`config.mk`:
```
export PLATFORM = sky130hd
export DESIGN_NAME = alu_sequencer_flat
export DESIGN_NICKNAME = d
export VERILOG_FILES = /design/src/rtl/alu_sequencer_if.sv /design/src/rtl/alu_sequencer.sv /design/src/flat_wrapper.sv
export SDC_FILE = /design/constraint.sdc
export NUM_CORES = 1
export LEC_CHECK = 0
export CAP_MARGIN = 20
export CORE_AREA = 2 2 69 71
export DETAILED_ROUTE_END_ITERATION = 10
export DIE_AREA = 0 0 71 73
export GPL_TIMING_DRIVEN = 0
export PLACE_DENSITY = 0.6
export SYNTH_ARGS = -nofsm -noshare
export SYNTH_HDL_FRONTEND = slang
export SYNTH_SLANG_ARGS = --single-unit
export TNS_END_PERCENT = 50
```
`constraint.sdc`:
```
create_clock -name Clk -period 1.8 [get_ports Clk]
set_clock_uncertainty 0.1 [all_clocks]
set_input_delay 0.27 -clock Clk [delete_from_list [all_inputs] [get_ports Clk]]
set_output_delay 0.27 -clock Clk [all_outputs]
set_load 0.01 [all_outputs]
```
`src/rtl/alu_sequencer_if.sv`:
```
// alu_sequencer_if: bundles the sequencer's fetch, decode/ALU, register-file,
// branch-LUT and start/done signals.
// The master modport is the sequencer side; the slave modport is the
// memory/ALU/register-file side.
// Optional macro ALU_SEQ_PERF_EN adds the PerfCycles/PerfInstr counter outputs.
interface alu_sequencer_if #(
    parameter int PC_W   = 10,
    parameter int PERF_W = 16
);
    logic              Start;
    logic              InstReq;
    logic [PC_W-1:0]   InstAddr;
    logic              InstValid;
    logic [8:0]        InstData;
    logic [3:0]        OP;
    logic [2:0]        Im;
    logic [1:0]        RegAddrA;
    logic [1:0]        RegAddrB;
    logic              RegWrEn;
    logic [1:0]        RegWrAddr;
    logic              Branch;
    logic [2:0]        BranchIdx;
    logic [PC_W-1:0]   BranchTarget;
    logic              Done;
`ifdef ALU_SEQ_PERF_EN
    logic [PERF_W-1:0] PerfCycles;
    logic [PERF_W-1:0] PerfInstr;
`endif

    if (PC_W < 1 || PERF_W < 1) begin : g_bad_width
        $error("alu_sequencer_if: PC_W and PERF_W must be positive");
    end

    modport master (
        input  Start, InstValid, InstData, Branch, BranchTarget,
        output InstReq, InstAddr, OP, Im, RegAddrA, RegAddrB,
               RegWrEn, RegWrAddr, BranchIdx, Done
`ifdef ALU_SEQ_PERF_EN
        , output PerfCycles, PerfInstr
`endif
    );

    modport slave (
        output Start, InstValid, InstData, Branch, BranchTarget,
        input  InstReq, InstAddr, OP, Im, RegAddrA, RegAddrB,
               RegWrEn, RegWrAddr, BranchIdx, Done
`ifdef ALU_SEQ_PERF_EN
        , input PerfCycles, PerfInstr
`endif
    );
endinterface

```
`src/rtl/alu_sequencer.sv`:
```
// alu_sequencer: multi-cycle IDLE/FETCH/EXEC/HALTED control sequencer that
// fetches 9-bit instructions and drives the combinational ALU, the register
// file and the branch-target LUT. Each instruction takes one EXEC cycle.
// Optional macro ALU_SEQ_PERF_EN adds saturating cycle/instruction counters.
module alu_sequencer #(
    parameter int PC_W   = 10,
    parameter int PERF_W = 16
) (
    input  logic            Clk,
    input  logic            Reset,
    alu_sequencer_if.master bus
);
    typedef enum logic [1:0] {
        ST_IDLE   = 2'd0,
        ST_FETCH  = 2'd1,
        ST_EXEC   = 2'd2,
        ST_HALTED = 2'd3
    } state_t;

    localparam logic [3:0] OPC_LAST_WR = 4'd9;
    localparam logic [3:0] OPC_BNZ     = 4'd10;
    localparam logic [3:0] OPC_HALT    = 4'd15;

    state_t          r_state, w_state_nxt;
    logic [PC_W-1:0] r_pc, w_pc_nxt;
    logic [8:0]      r_ir, w_ir_nxt;
    logic [3:0]      w_opc;

    if (PC_W < 1 || PERF_W < 1) begin : g_bad_width
        $error("alu_sequencer: PC_W and PERF_W must be positive");
    end

    assign w_opc = r_ir[8:5];

    // Architectural state: FSM state, program counter and instruction register.
    always_ff @(posedge Clk or negedge Reset) begin
        if (!Reset) begin
            r_state <= ST_IDLE;
            r_pc    <= '0;
            r_ir    <= '0;
        end else begin
            r_state <= w_state_nxt;
            r_pc    <= w_pc_nxt;
            r_ir    <= w_ir_nxt;
        end
    end

    // Next-state logic and outputs; decode outputs are only non-zero in EXEC.
    always_comb begin
        w_state_nxt   = r_state;
        w_pc_nxt      = r_pc;
        w_ir_nxt      = r_ir;
        bus.InstReq   = 1'b0;
        bus.InstAddr  = r_pc;
        bus.OP        = '0;
        bus.Im        = '0;
        bus.RegAddrA  = '0;
        bus.RegAddrB  = '0;
        bus.RegWrEn   = 1'b0;
        bus.RegWrAddr = '0;
        bus.BranchIdx = '0;
        bus.Done      = 1'b0;
        case (r_state)
            ST_IDLE: begin
                if (bus.Start) begin
                    w_state_nxt = ST_FETCH;
                    w_pc_nxt    = '0;
                end
            end
            ST_FETCH: begin
                bus.InstReq = 1'b1;
                if (bus.InstValid) begin
                    w_ir_nxt    = bus.InstData;
                    w_state_nxt = ST_EXEC;
                end
            end
            ST_EXEC: begin
                bus.OP        = w_opc;
                bus.Im        = r_ir[2:0];
                bus.RegAddrA  = r_ir[4:3];
                bus.RegAddrB  = r_ir[2:1];
                bus.RegWrAddr = r_ir[4:3];
                bus.RegWrEn   = (w_opc <= OPC_LAST_WR);
                if (w_opc == OPC_BNZ) begin
                    bus.BranchIdx = r_ir[2:0];
                end
                if (w_opc == OPC_HALT) begin
                    w_state_nxt = ST_HALTED;
                end else begin
                    w_state_nxt = ST_FETCH;
                    // PC wraps modulo 2^PC_W with no flag.
                    if (w_opc == OPC_BNZ && bus.Branch) begin
                        w_pc_nxt = bus.BranchTarget;
                    end else begin
                        w_pc_nxt = r_pc + PC_W'(1);
                    end
                end
            end
            ST_HALTED: begin
                bus.Done = 1'b1;
                if (bus.Start) begin
                    w_state_nxt = ST_FETCH;
                    w_pc_nxt    = '0;
                end
            end
            default: begin
                w_state_nxt = ST_IDLE;
            end
        endcase
    end

`ifdef ALU_SEQ_PERF_EN
    logic [PERF_W-1:0] r_perf_cyc;
    logic [PERF_W-1:0] r_perf_ins;
    logic              w_start_acc;

    function automatic logic [PERF_W-1:0] sat_inc(input logic [PERF_W-1:0] v);
        return (&v) ? v : v + PERF_W'(1);
    endfunction

    assign w_start_acc = bus.Start && (r_state == ST_IDLE || r_state == ST_HALTED);

    // Performance counters: busy cycles and executed instructions, saturating.
    always_ff @(posedge Clk or negedge Reset) begin
        if (!Reset) begin
            r_perf_cyc <= '0;
            r_perf_ins <= '0;
        end else if (w_start_acc) begin
            r_perf_cyc <= '0;
            r_perf_ins <= '0;
        end else begin
            if (r_state == ST_FETCH || r_state == ST_EXEC) begin
                r_perf_cyc <= sat_inc(r_perf_cyc);
            end
            if (r_state == ST_EXEC) begin
                r_perf_ins <= sat_inc(r_perf_ins);
            end
        end
    end

    assign bus.PerfCycles = r_perf_cyc;
    assign bus.PerfInstr  = r_perf_ins;
`endif
endmodule

```
`src/flat_wrapper.sv`:
```
// flat-port wrapper written by rule: the top's interface ports become plain ports
module alu_sequencer_flat 
#(
    parameter int PC_W   = 10,
    parameter int PERF_W = 16
)
  (Clk, Reset, bus_Start, bus_InstValid, bus_InstData, bus_Branch, bus_BranchTarget, bus_InstReq, bus_InstAddr, bus_OP, bus_Im, bus_RegAddrA, bus_RegAddrB, bus_RegWrEn, bus_RegWrAddr, bus_BranchIdx, bus_Done);
  alu_sequencer_if #(.PC_W(PC_W), .PERF_W(PERF_W)) bus_i ();
  input  logic Clk;
  input  logic Reset;
  input wire logic [$bits(bus_i.Start)-1:0] bus_Start;
  input wire logic [$bits(bus_i.InstValid)-1:0] bus_InstValid;
  input wire logic [$bits(bus_i.InstData)-1:0] bus_InstData;
  input wire logic [$bits(bus_i.Branch)-1:0] bus_Branch;
  input wire logic [$bits(bus_i.BranchTarget)-1:0] bus_BranchTarget;
  output wire logic [$bits(bus_i.InstReq)-1:0] bus_InstReq;
  output wire logic [$bits(bus_i.InstAddr)-1:0] bus_InstAddr;
  output wire logic [$bits(bus_i.OP)-1:0] bus_OP;
  output wire logic [$bits(bus_i.Im)-1:0] bus_Im;
  output wire logic [$bits(bus_i.RegAddrA)-1:0] bus_RegAddrA;
  output wire logic [$bits(bus_i.RegAddrB)-1:0] bus_RegAddrB;
  output wire logic [$bits(bus_i.RegWrEn)-1:0] bus_RegWrEn;
  output wire logic [$bits(bus_i.RegWrAddr)-1:0] bus_RegWrAddr;
  output wire logic [$bits(bus_i.BranchIdx)-1:0] bus_BranchIdx;
  output wire logic [$bits(bus_i.Done)-1:0] bus_Done;
  assign bus_i.Start = bus_Start;
  assign bus_i.InstValid = bus_InstValid;
  assign bus_i.InstData = bus_InstData;
  assign bus_i.Branch = bus_Branch;
  assign bus_i.BranchTarget = bus_BranchTarget;
  assign bus_InstReq = bus_i.InstReq;
  assign bus_InstAddr = bus_i.InstAddr;
  assign bus_OP = bus_i.OP;
  assign bus_Im = bus_i.Im;
  assign bus_RegAddrA = bus_i.RegAddrA;
  assign bus_RegAddrB = bus_i.RegAddrB;
  assign bus_RegWrEn = bus_i.RegWrEn;
  assign bus_RegWrAddr = bus_i.RegWrAddr;
  assign bus_BranchIdx = bus_i.BranchIdx;
  assign bus_Done = bus_i.Done;
  alu_sequencer #(.PC_W(PC_W), .PERF_W(PERF_W)) u_core (.Clk(Clk), .Reset(Reset), .bus(bus_i));
endmodule
```
---- Yosys cells after proc, flatten, opt, wreduce, memory -nomap -nowiden ----
Cells that the tools add are included.
storage, ports and cells
  memory bits (writable) .................. 0
  memory bits (read-only) ................. 0
  bits in latches ......................... 0
  memories kept ........................... 0
  output and inout bits ................... 29
  register bits ........................... 21
  bits of input ports ..................... 24
  logic and storage cells ................. 37
operators by class
  bitwise operators ....................... 0
  reductions and logical operators ........ 7
  add/subtract/negate cells ............... 1
  magnitude comparators ................... 1
  eq/ne operators ......................... 8
  shift operators ......................... 0
  multipliers ............................. 0
  multiplexer cells ....................... 17
  div/mod/pow operators ................... 0
operator list
  operator                 number
  $mux W10                 3
  $pmux W10 S2             1
  $add A10 B1 Y10 const B  1
  $mux W2                  5
  $mux W3                  3
  $eq A4 B4 Y1 const B     2
  $pmux W2 S3              1
  $eq A2 B2 Y1 const B     2
  $le A4 B4 Y1 const B     1
  $mux W4                  1
  $ne A2 B2 Y1 const B     2
  $reduce_and A2 Y1        2
  $mux W1                  3
  $reduce_and A3 Y1        1
  $eq A2 B1 Y1 const B     1
  $logic_not A2 Y1         1
  $ne A2 B1 Y1 const B     1
  $reduce_bool A2 Y1       1
  $reduce_or A2 Y1         1
  $logic_and A1 B1 Y1      1

---- Longest topological paths before layout ----
  depth in word-level cells ............... 5
  depth in mapped cells ................... 7

---- Worst setup path after synthesis ----
Ideal clock, no wire load.
  path type ............................... register to register
  from .................................... register u_core.r_state[0]
  to ...................................... register u_core.r_pc[8], in the netlist u_core.bus.InstAddr[8]
  setup time .............................. 0.124 ns
  arrival time ............................ 1.635 ns
  data required time ...................... 1.576 ns
  slack ................................... -0.059 ns
  stages on the path, launching flop included .. 7
  period minus slack after synthesis ...... 1.859 ns
  path buffers ............................ 0
  cell sequence ........................... dfrtp_1 inv_1 ha_1 nor2b_1 a211oi_2 o21ai_0 a211o_1
between the ends
  cells in the longest elaborated chain, start to end .. 4
RTL lines
  element                                                              line                 text
  start: declaration                                                   alu_sequencer.sv:24  state_t r_state, w_state_nxt;
  start signal: assignment                                             alu_sequencer.sv:42  r_state <= w_state_nxt;
  $eq A2 B2 Y1 or $logic_not A2 Y1 (tied branches)                     alu_sequencer.sv:63  case (r_state)
  $reduce_or A2 Y1 (no source line)                                    n/a
  $ne A2 B1 Y1 (no source line) or $reduce_bool A2 Y1 (tied branches)  n/a
  $reduce_and A3 Y1 (no source line)                                   n/a
  end signal: assignment                                               alu_sequencer.sv:43  r_pc <= w_pc_nxt;
  end: declaration                                                     alu_sequencer.sv:25  logic [PC_W-1:0] r_pc, w_pc_nxt;
Parallel ways exist; a longest one is shown, timed or not.
A chain may end at the register's enable or synchronous reset.

---- Final worst setup path ----
  from .................................... register u_core.r_ir[7]
  to ...................................... output port bus_BranchIdx[1]
between the ends
  cells in the longest elaborated chain, start to end .. 3
RTL lines
  element                   line                 text
  start: declaration        alu_sequencer.sv:26  logic [8:0] r_ir, w_ir_nxt;
  start signal: assignment  alu_sequencer.sv:44  r_ir <= w_ir_nxt;
  $eq A4 B4 Y1              alu_sequencer.sv:84  if (w_opc == OPC_BNZ) begin
  $mux W3                   alu_sequencer.sv:84
  $mux W3                   alu_sequencer.sv:63
  end: declaration          flat_wrapper.sv:24   output wire logic [$bits(bus_i.BranchIdx)-1:0] bus_BranchIdx;
Every way passes these cells.

==> impl_metrics.yaml <==
synth:
  yosys.area.top_type: "dfrtp_1"
  syn_area_um2: 1270
  synth_area_leaders: "dfrtp_1, mux2_2, a21oi_1"
  synth_cell_type_count: 33
  ys_ff_latch: 21
  yosys_warnings: 0
  synth_fp_nets: 160
  synth_ff_type: "dfrtp_1"
  yosysSeqAreaShare_pct: 41.4
  yosysTopAreaCellShare_pct: 41.4
  syn_inst: 132
  syn_avg_cell_area_um2: 9.62
  synthArstFlopShare_pct: 100
  synth-edff-count: 0
setup_path:
  critPathKind: "register to primary output"
  endpoint_kind: "primary output"
  cp_slowest_stage_delay_ps: 390
  crit_path_max_fanout: 4
  r2r_cells: 5
  crit_path_start_kind: "register"
  slowest_stage: "dfrtp_1"
  cp.arrival_ps: 1390
  cp_cell_sequence: "and4bb_4 > buf_8 > and3_1 > buf_2"
  crit_family: "simple AND/OR/NAND/NOR gates"
  required_ps: 1430
  cp.depth: 4
  worst-path-buf-inv: 2
timing:
  rsz0062_at_grt: "true"
  slew_headroom_pct: 71.0
  hold_slack_ps: 87.0
  timing.fmax_mhz: 568
  drv_slew: 0
  fin_crit_sh_pct: 97.8
  hold_viol: 0
  tightest_slew_ps: 424
  period_needed_ps: 1760
  setup_viol: 0
  final.setup.tns_ps: 0
finish:
  layout_commonest_cell: "clkdlybuf4s50_1"
  drive_above_1_share_pct: 32.3
  final_cell_mix: "clkdlybuf4s50_1, dfrtp_1, a21oi_1, buf_2"
  instances_no_fill: 252
  area_delta_synth_final_pct: 58.7
  diodes: 0
  fin_util_pct: 44.4
  layout.nets: 227
clock_network:
  clock_latency_ps: 260
  cts_tree: "built"
  holdBufCountCts: 0
  cts.clk_slew.worst_paths_ps: 70
  cts.path.max_buffers: 2
  cts_htree_levels: 1
  numClockSinks: 21
  cts_buffers: 3
  clockRootBuffer: "clkbuf_8"
floorplanning:
  ios: 53
  rows: 25
  die_w_um: 71
  die_area_um2: 5180
  chipHeight_um: 73
  start_util_pct: 28.0
  core-area_um2: 4540
placed_design:
  dpl.hpwl_mm: 2.64
  place_congestion: 0.798
  dpl.cell_count: 238
  io_buffer_count: 52
global_routing:
  groute.usage.overall_pct: 14.1
  grt_pass1_vias: 1193
  grt_pass1_wl_mm: 5.74
  overflow: 0
  grt_max_degree: 22
  antenna_found_initial: 0
power_and_ir_drop:
  vdd_drop_max_mv: 0.332
  leakage_nw: 0.862
  pwr_density_cell_nw_per_um2: 1290
  p_total_w: 0.00260
route:
  via_per_inst: 5.04
  dr.first_iter.drc_count: 67
  ant_nets: 0
  via_count: 1271
  dr.pass1.iters: 5
  routedWlPerCell_um: 15.4
  wirelength_mm: 3.87
  drc_errors: 0
min_path:
  hp-class: "primary input to asynchronous set/reset pin"
run_status:
  outcome: "finished, final reports clean"
job:
  maxCapViolCount: 0
## sequential cells by signal (all words and copies together) (netlist names)
signal               flops
u_core.bus.InstAddr     10
u_core.r_ir              9
u_core.r_state           2
## metrics by stage
step | area [µm²] | worst slack (ps)
after floorplan | 1280 | 18.2
after global placement | 1870 | -504
after detailed placement | 1870 | -529
after CTS | 1970 | -57.8
after global routing | 2020 | -23.3
final | 2020 | 40.4
## logic make-up (layout without fill, tap and decap cells)
| kind of cell | count (synthesis) | count (layout) | synth area share, % |
|---|---|---|---|
| compound gates | 41 | 42 | 21.4 |
| fa+ha+maj | 4 | 4 | 3.94 |
| buf+inv | 15 | 80 | 5.71 |
| flops | 21 | 21 | 41.4 |
| mux | 10 | 10 | 8.77 |
| simple gates | 41 | 41 | 18.8 |
## metal layers
metal	vias to the layer above	routed length, µm	global-route usage [%]
met5	-	0	0
met4	0	23	4.40
met3	2	165	2.35
met2	33	2000	24.4
met1	616	1680	17.9
li1	620	-	-
## where the power goes
group | internal, W | switching (W) | leakage, nW
Clock | 0.000154 | 0.000149 | 0.0255
Combinational | 0.000816 | 0.000725 | 0.571
Sequential | 0.000618 | 0.000133 | 0.265
Total | 0.00159 | 0.00101 | 0.862
## repair_timing
action	4_1_cts	5_1_grt
gates resized for setup	59	37
endpoints found under the setup margin	28	28
pin swaps	8	4
gates cloned	0	2
buffers inserted	7	1
## final cells by class
cell class,instances,area [µm²]
Buffer,8,73.8
Clock buffer,3,41.3
Clock inverter,1,5.00
Fill cell,435,2520
Inverter,6,22.5
Multi-Input combinational cell,97,742
Sequential cell,21,527
Tap cell,54,67.6
Timing Repair Buffer,62,537
## final timing paths
path,startpoint,endpoint,slack (ps)
setup / recovery,u_core.r_ir[7]$_DFFE_PN0P_,bus_BranchIdx[1],40
hold / removal,Reset,u_core.r_ir[3]$_DFFE_PN0P_,90
setup reg to reg,u_core.r_ir[7]$_DFFE_PN0P_,u_core.bus.InstAddr[7]$_DFFE_PN0P_,70
hold reg to reg,u_core.r_ir[4]$_DFFE_PN0P_,u_core.r_ir[4]$_DFFE_PN0P_,420
max in group asynchronous,Reset,u_core.bus.InstAddr[0]$_DFFE_PN0P_,1150
min in group Clk,u_core.r_ir[4]$_DFFE_PN0P_,u_core.r_ir[4]$_DFFE_PN0P_,420
## cell usage after synthesis (2+ instances only)
master,n
a2111oi_0,2
a211oi_1,2
a21oi_1,13
a22oi_1,2
and2_1,10
and3_1,4
buf_4,4
clkbuf_1,4
dfrtp_1,21
ha_1,4
inv_1,6
mux2_2,9
nand2_1,4
nand2b_1,2
nand3_1,5
nand4_1,2
nor2_1,8
o21ai_0,9
o22ai_1,2
o2bb2ai_1,6
(Power assumes the default switching activity.)
